### config.mk
export PLATFORM = sky130hd
export DESIGN_NAME = ps2_kbd_arrow_rx
export DESIGN_NICKNAME = d
export VERILOG_FILES = /design/src/rtl/ps2_pkg.sv /design/src/rtl/ps2_line_filter.sv /design/src/rtl/ps2_kbd_arrow_rx.sv
export SDC_FILE = /design/constraint.sdc
export NUM_CORES = 1
export LEC_CHECK = 0
export CORE_MARGIN = 4
export CORE_UTILIZATION = 58
export DETAILED_ROUTE_END_ITERATION = 7
export PLACE_DENSITY = 0.89
export SLEW_MARGIN = 20
export SYNTH_ARGS = -nofsm -noshare
export SYNTH_HDL_FRONTEND = slang
export SYNTH_HIERARCHICAL = 1
export SYNTH_SLANG_ARGS = --single-unit
export TNS_END_PERCENT = 10
### constraint.sdc
create_clock -name vga_clk -period 2.19 [get_ports vga_clk]
set_input_delay 0.5475 -clock vga_clk [delete_from_list [all_inputs] [get_ports vga_clk]]
set_output_delay 0.5475 -clock vga_clk [all_outputs]
set_load 0.02 [all_outputs]
### src/rtl/ps2_pkg.sv
// ps2_pkg: shared scan-code constants, frame FSM state type and the
// odd-parity helper for the PS/2 keyboard arrow receiver.
package ps2_pkg;

  localparam logic [7:0] SC_EXT   = 8'hE0;
  localparam logic [7:0] SC_BRK   = 8'hF0;
  localparam logic [7:0] SC_UP    = 8'h75;
  localparam logic [7:0] SC_DOWN  = 8'h72;
  localparam logic [7:0] SC_LEFT  = 8'h6B;
  localparam logic [7:0] SC_RIGHT = 8'h74;

  typedef enum logic [1:0] {
    IDLE   = 2'd0,
    DATA   = 2'd1,
    PARITY = 2'd2,
    STOP   = 2'd3
  } frame_state_t;

  // PS/2 uses odd parity: data bits plus parity bit must XOR to 1.
  function automatic logic odd_parity_ok(input logic [7:0] data, input logic parity);
    return ^{data, parity};
  endfunction

endpackage

### src/rtl/ps2_line_filter.sv
// ps2_line_filter: synchroniser, glitch filter and falling-edge strobe for
// the PS/2 clock line. The filtered level only changes after FILTER_LEN
// consecutive synchronised samples that disagree with it. SYNC_STAGES >= 2.
module ps2_line_filter #(
  parameter int SYNC_STAGES = 2,
  parameter int FILTER_LEN  = 8
) (
  input  logic vga_clk,
  input  logic reset,
  input  logic line_raw,
  output logic fall
);

  localparam int               CNT_W    = (FILTER_LEN > 1) ? $clog2(FILTER_LEN) : 1;
  localparam logic [CNT_W-1:0] CNT_LAST = CNT_W'(FILTER_LEN - 1);

  logic [SYNC_STAGES-1:0] sync_r;
  logic                   sync_s;
  logic [CNT_W-1:0]       cnt_r;
  logic                   filt_r;
  logic                   fall_r;

  assign sync_s = sync_r[SYNC_STAGES-1];
  assign fall   = fall_r;

  // Synchroniser chain; preset to the idle-high line level.
  always_ff @(posedge vga_clk) begin
    if (reset) begin
      sync_r <= '1;
    end else begin
      sync_r <= {sync_r[SYNC_STAGES-2:0], line_raw};
    end
  end

  // Glitch filter: count disagreeing samples, flip after FILTER_LEN in a row,
  // and pulse fall for the one cycle in which the level drops to 0.
  always_ff @(posedge vga_clk) begin
    if (reset) begin
      cnt_r  <= '0;
      filt_r <= 1'b1;
      fall_r <= 1'b0;
    end else if (sync_s != filt_r) begin
      if (cnt_r == CNT_LAST) begin
        cnt_r  <= '0;
        filt_r <= sync_s;
        fall_r <= ~sync_s;
      end else begin
        cnt_r  <= cnt_r + CNT_W'(1);
        fall_r <= 1'b0;
      end
    end else begin
      cnt_r  <= '0;
      fall_r <= 1'b0;
    end
  end

endmodule

### src/rtl/ps2_kbd_arrow_rx.sv
// ps2_kbd_arrow_rx: PS/2 device-to-host frame receiver with E0/F0 prefix
// tracking and four level "held" flags for the cursor keys.
// Optional macro PS2_NUMPAD_ARROWS_EN: when defined, non-extended keypad
// 8/2/4/6 codes drive the same arrow flags as the extended cursor keys.
module ps2_kbd_arrow_rx #(
  parameter int SYNC_STAGES    = 2,
  parameter int FILTER_LEN     = 8,
  parameter int TIMEOUT_CYCLES = 56750
) (
  input  logic       vga_clk,
  input  logic       reset,
  input  logic       ps2_clk,
  input  logic       ps2_data,
  output logic [7:0] code,
  output logic       code_valid,
  output logic       code_err,
  output logic       key_up,
  output logic       key_down,
  output logic       key_left,
  output logic       key_right
);

  import ps2_pkg::*;

  localparam int              TO_W    = $clog2(TIMEOUT_CYCLES);
  localparam logic [TO_W-1:0] TO_LAST = TO_W'(TIMEOUT_CYCLES - 1);

`ifdef PS2_NUMPAD_ARROWS_EN
  localparam logic NUMPAD_EN = 1'b1;
`else
  localparam logic NUMPAD_EN = 1'b0;
`endif

  logic                   clk_fall_s;
  logic [SYNC_STAGES-1:0] data_sync_r;
  logic                   data_s;

  frame_state_t           state_r;
  frame_state_t           next_state_s;
  logic [2:0]             bit_cnt_r;
  logic [7:0]             sr_r;
  logic                   parity_r;
  logic [TO_W-1:0]        to_cnt_r;

  logic                   timeout_s;
  logic                   frame_done_s;
  logic                   frame_ok_s;

  logic [7:0]             code_r;
  logic                   code_valid_r;
  logic                   code_err_r;
  logic                   ext_r;
  logic                   brk_r;
  logic                   key_up_r;
  logic                   key_down_r;
  logic                   key_left_r;
  logic                   key_right_r;
  logic                   arrow_en_s;

  ps2_line_filter #(
    .SYNC_STAGES (SYNC_STAGES),
    .FILTER_LEN  (FILTER_LEN)
  ) u_clk_filter (
    .vga_clk  (vga_clk),
    .reset    (reset),
    .line_raw (ps2_clk),
    .fall     (clk_fall_s)
  );

  // Data line only needs synchronising: it is stable around the clock fall.
  always_ff @(posedge vga_clk) begin
    if (reset) begin
      data_sync_r <= '1;
    end else begin
      data_sync_r <= {data_sync_r[SYNC_STAGES-2:0], ps2_data};
    end
  end

  assign data_s = data_sync_r[SYNC_STAGES-1];

  // Frame FSM state register.
  always_ff @(posedge vga_clk) begin
    if (reset) begin
      state_r <= IDLE;
    end else begin
      state_r <= next_state_s;
    end
  end

  // Frame FSM next state: advances on clock falls, timeout abandons a frame.
  always_comb begin
    next_state_s = state_r;
    if (timeout_s) begin
      next_state_s = IDLE;
    end else if (clk_fall_s) begin
      case (state_r)
        IDLE: begin
          if (!data_s) begin
            next_state_s = DATA;
          end else begin
            next_state_s = IDLE;
          end
        end
        DATA: begin
          if (bit_cnt_r == 3'd7) begin
            next_state_s = PARITY;
          end else begin
            next_state_s = DATA;
          end
        end
        PARITY:  next_state_s = STOP;
        STOP:    next_state_s = IDLE;
        default: next_state_s = IDLE;
      endcase
    end else begin
      next_state_s = state_r;
    end
  end

  // Frame FSM outputs: frame completion, frame check and timeout decision.
  always_comb begin
    frame_done_s = clk_fall_s && (state_r == STOP);
    frame_ok_s   = data_s && odd_parity_ok(sr_r, parity_r);
    timeout_s    = (state_r != IDLE) && !clk_fall_s && (to_cnt_r == TO_LAST);
  end

  // Bit shifting and parity capture on each clock fall.
  always_ff @(posedge vga_clk) begin
    if (reset) begin
      bit_cnt_r <= 3'd0;
      sr_r      <= 8'h00;
      parity_r  <= 1'b0;
    end else if (clk_fall_s) begin
      case (state_r)
        IDLE: begin
          bit_cnt_r <= 3'd0;
        end
        DATA: begin
          sr_r      <= {data_s, sr_r[7:1]};
          bit_cnt_r <= bit_cnt_r + 3'd1;
        end
        PARITY: begin
          parity_r <= data_s;
        end
        default: begin
          bit_cnt_r <= bit_cnt_r;
        end
      endcase
    end else begin
      bit_cnt_r <= bit_cnt_r;
    end
  end

  // Inter-edge timeout counter; idle and every clock fall restart it.
  always_ff @(posedge vga_clk) begin
    if (reset || (state_r == IDLE) || clk_fall_s) begin
      to_cnt_r <= '0;
    end else if (to_cnt_r != TO_LAST) begin
      to_cnt_r <= to_cnt_r + TO_W'(1);
    end else begin
      to_cnt_r <= to_cnt_r;
    end
  end

  // Registered frame result: code held until the next good frame.
  always_ff @(posedge vga_clk) begin
    if (reset) begin
      code_r       <= 8'h00;
      code_valid_r <= 1'b0;
      code_err_r   <= 1'b0;
    end else begin
      code_valid_r <= frame_done_s && frame_ok_s;
      code_err_r   <= frame_done_s && !frame_ok_s;
      if (frame_done_s && frame_ok_s) begin
        code_r <= sr_r;
      end else begin
        code_r <= code_r;
      end
    end
  end

  assign arrow_en_s = ext_r || NUMPAD_EN;

  // Prefix tracking and arrow make/break decoding on each accepted code.
  always_ff @(posedge vga_clk) begin
    if (reset) begin
      ext_r       <= 1'b0;
      brk_r       <= 1'b0;
      key_up_r    <= 1'b0;
      key_down_r  <= 1'b0;
      key_left_r  <= 1'b0;
      key_right_r <= 1'b0;
    end else if (code_valid_r) begin
      if (code_r == SC_EXT) begin
        ext_r <= 1'b1;
      end else if (code_r == SC_BRK) begin
        brk_r <= 1'b1;
      end else begin
        ext_r <= 1'b0;
        brk_r <= 1'b0;
        if (arrow_en_s) begin
          case (code_r)
            SC_UP:    key_up_r    <= !brk_r;
            SC_DOWN:  key_down_r  <= !brk_r;
            SC_LEFT:  key_left_r  <= !brk_r;
            SC_RIGHT: key_right_r <= !brk_r;
            default:  key_up_r    <= key_up_r;
          endcase
        end else begin
          key_up_r <= key_up_r;
        end
      end
    end else if (code_err_r) begin
      ext_r <= 1'b0;
      brk_r <= 1'b0;
    end else begin
      ext_r <= ext_r;
    end
  end

  assign code       = code_r;
  assign code_valid = code_valid_r;
  assign code_err   = code_err_r;
  assign key_up     = key_up_r;
  assign key_down   = key_down_r;
  assign key_left   = key_left_r;
  assign key_right  = key_right_r;

endmodule

==> impl_metrics.toml <==
[run_status]
status = "finished, final reports clean"

[detailed_routing]
routed_wirelength_microns = 4460
ant_nets = 0
detail_route.iter0.violations = 77
drc = 0
avgViaCountPerCell = 5.718
via_count = 1864
wl_per_cell_microns = 13.68
detailedRoute.firstPassIterationCount = 4

[setup_path]
cpLargestDelayFamily = "buffers and inverters"
setup.worst_path.end_class = "primary output"
timing.critical_path.arrival_ns = 1.43
critical_path_depth = 1
cp.required_ns = 1.64
r2r_start = "to_cnt_r[3]"
path_max_fanout = 6
cpMaxStageDelayCell = "sky130_fd_sc_hd__clkdlybuf4s50_1"
number_of_buffer_and_inverter_stages_on_the_critical_path = 1
critical-path-max-stage-delay_ns = 0.65
critPathLaunch = "code[4]"
path_class = "reg2out"
ordered_cell_list_for_the_critical_path = "clkdlybuf4s50_1"
timing.critical_path.from_type = "flip-flop"
timing.reg2reg.worst_path_depth = 4

[logic_synthesis]
synth_largest_area_cell = "sky130_fd_sc_hd__dfxtp_1"
synth.top_cells.by_area = "sky130_fd_sc_hd__dfxtp_1 (44%), sky130_fd_sc_hd__mux2i_1 (6.8%), sky130_fd_sc_hd__nand2b_1 (5.0%), sky130_fd_sc_hd__nor2_1 (3.9%), sky130_fd_sc_hd__xnor2_1 (3.5%)"
netlist_area_sq_mm = 0.002496
synth_top_area_share_pct = 44.11
number_of_instances_in_the_synthesized_netlist = 262
synth.net_count = 272
synthTopCellsByCount = "sky130_fd_sc_hd__dfxtp_1 (55), sky130_fd_sc_hd__nor2_1 (26), sky130_fd_sc_hd__nand2b_1 (20)"
ys_ff_latch = 55
flip_flop_cell_with_the_highest_count_after_synthesis = "sky130_fd_sc_hd__dfxtp_1"
yosys_warnings = 6
synth_cell_type_count = 43
synth_async_sr_flop_share_pct = 0
syn-mean-instance-area_sq_um = 9.527
yosysSeqAreaShare_pct = 44.11
synth_edf_count = 0
synthMostInstantiatedCell = "sky130_fd_sc_hd__dfxtp_1"

[global_routing]
grt_start_max_net_pins = 48
via_count_of_the_first_global_routing_pass = 1765
number_of_antenna_violations_at_the_first_check_in_global_routing = 0
first_pass_grt_wire_length_microns = 7700
global_route.overflow_total = 0
global_route_total_usage_across_every_layer_pct = 17.89

[clocking]
numCtsBuffers = 5
cts_htree_levels = 2
cts.reportedPaths.clkPinSlew_ns = 0.10
hold_buffers = 0
clock_insertion_delay_worst_skew_ns = 0.31
ctsResizeCount = 0
cts.path.max_buffers = 2
postCtsSetupRepairBufs = 0
ctsRootBufferMaster = "sky130_fd_sc_hd__clkbuf_8"
cts_tree = "yes"
clock_sinks = 55

[sta]
final.setup_skew_ns = 0.01173
final_max_slew_viol_count = 0
fin_setup_tns_ns = 0
layout_min_cycle_time_ns = 1.979
worst_slew_margin_rel_pct = 53.96
final.period_utilization_pct = 90.36
fmaxAchievable_mhz = 505.3
worstMarginPinSlew_ns = 0.6731
rsz_0062_raised_after_global_routing = "false"
timing_hold_violations_final = 0
timing.final.setup_violations = 0

[hold_path]
min_from = "data_sync_r[0]"
worstHoldPathType = "reg2reg"
timing.hold.worst_path_depth = 1

[power]
p_leak_nw = 0.9795
ir_drop_worst_case_vdd_uv = 408.1
powerDensity_mw_per_mm2 = 614.2

[place]
post-place-cells = 318
buffer_ports.inserted = 17
dpl.hpwl_microns = 3062
place.gp.congestion = 0.7662

[layout]
antennaDiodeCount = 0
layout-area-overhead-vs-synth_pct = 12.18
finish.net_count = 285
post_route_cells_drive_above_1_share_pct = 6.159
final-instance-count-excl-fill = 326

[floorplan]
initial_utilization_pct = 61.08
die_width_microns = 73.60
core_area_sq_mm = 0.004086
fp.dieH_microns = 73.60
top_level_ports = 18
placement_rows = 23
fp.dieArea_sq_mm = 0.005417

[run]
drv.max_cap_violation_count = 0
-- final timing paths --
check,endpoint,slack (ns)
max,code[4],0.21
min,data_sync_r[1],0.42
max reg2reg,to_cnt_r[11],0.40
min reg2reg,data_sync_r[1],0.42
-- report_power, final --
part / leakage (nW) / internal, mW / total (mW) / switching, mW
logic: 0.474 / 0.0133 / 0.0259 / 0.0126
registers: 0.444 / 1.00 / 1.01 / 0.00211
clock network: 0.0612 / 0.370 / 0.689 / 0.319
total: 0.980 / 1.39 / 1.72 / 0.333
-- layer usage --
| layer | routed length [microns] | track usage (%) |
|---|---|---|
| met1 | 2130 | 23.21 |
| met2 | 2115 | 28.44 |
| met3 | 160 | 4.651 |
| met4 | 53 | 6.841 |
| met5 | 0 | 0 |
-- per-stage QoR --
stage          worst slack (ns)  cell area, sq um  utilization (%)  hold WS (ns)  total power [mW]
3_3_place_gp             0.2691              2683            65.65        0.3916             1.054
6_report                 0.2111              2800            68.52        0.4172             1.720
3_5_place_dp             0.2483              2683            65.65        0.4002             1.055
5_1_grt                  0.1815              2800            68.52        0.4337             1.781
2_1_floorplan            0.5566              2496                -        0.3895             1.044
4_1_cts                  0.2255              2800            68.52        0.4213             1.726
-- cells in the final DEF (no fill, tap or decap), types with 3 or more instances in the layout --
cell,count
sky130_fd_sc_hd__o31ai_1,3
sky130_fd_sc_hd__o21ai_0,6
sky130_fd_sc_hd__and4_1,3
sky130_fd_sc_hd__nand3_1,11
sky130_fd_sc_hd__or2_2,4
sky130_fd_sc_hd__or3_1,6
sky130_fd_sc_hd__nor4_1,6
sky130_fd_sc_hd__clkdlybuf4s50_1,17
sky130_fd_sc_hd__clkbuf_8,6
sky130_fd_sc_hd__a211oi_1,5
sky130_fd_sc_hd__a21oi_1,16
sky130_fd_sc_hd__or4_1,3
sky130_fd_sc_hd__nand2b_1,20
sky130_fd_sc_hd__dfxtp_1,55
sky130_fd_sc_hd__nor4bb_1,3
sky130_fd_sc_hd__nor2b_1,5
sky130_fd_sc_hd__nand2_1,10
sky130_fd_sc_hd__nor2_1,26
sky130_fd_sc_hd__nand3b_1,4
sky130_fd_sc_hd__mux2i_1,17
sky130_fd_sc_hd__ha_1,6
sky130_fd_sc_hd__nand4_1,5
sky130_fd_sc_hd__nor3_1,5
sky130_fd_sc_hd__xnor2_1,10
-- state kept, by name (all words and copies together), names as in the netlist, named ones only --
signal and count:
arrow_en_s 1, bit_cnt_r 3, brk_r 1, code 8
code_err 1, code_valid 1, data_sync_r 2, key_down 1
key_left 1, key_right 1, key_up 1, parity_r 1
sr_r 8, state_r 1, to_cnt_r 16, u_clk_filter/cnt_r 3
u_clk_filter/fall 1, u_clk_filter/filt_r 1, u_clk_filter/sync_r 2
-- cell families (layout without fill, tap and decap cells) --
family / Yosys count / count (layout) / synth area share, %
and+or+nand+nor: 119 / 119 / 27.97
DFF: 55 / 55 / 44.11
adders and majority gates: 6 / 6 / 3.007
AOI/OAI and AO/OA: 36 / 36 / 8.973
muxes: 18 / 18 / 7.418
xor gates and xnor gates: 14 / 14 / 6.065
buffers and inverters: 14 / 28 / 2.456
-- area by class of cell --
| class | instances | area (sq um) |
|---|---|---|
| Multi-Input combinational cell | 193 | 1334 |
| Clock buffer | 6 | 82.58 |
| Sequential cell | 55 | 1101 |
| Fill cell | 328 | 1286 |
| Inverter | 2 | 7.507 |
| Tap cell | 50 | 62.56 |
| Clock inverter | 2 | 35.03 |
| Timing Repair Buffer | 18 | 177.7 |
Note: power is estimated with default switching activity, not from simulation.
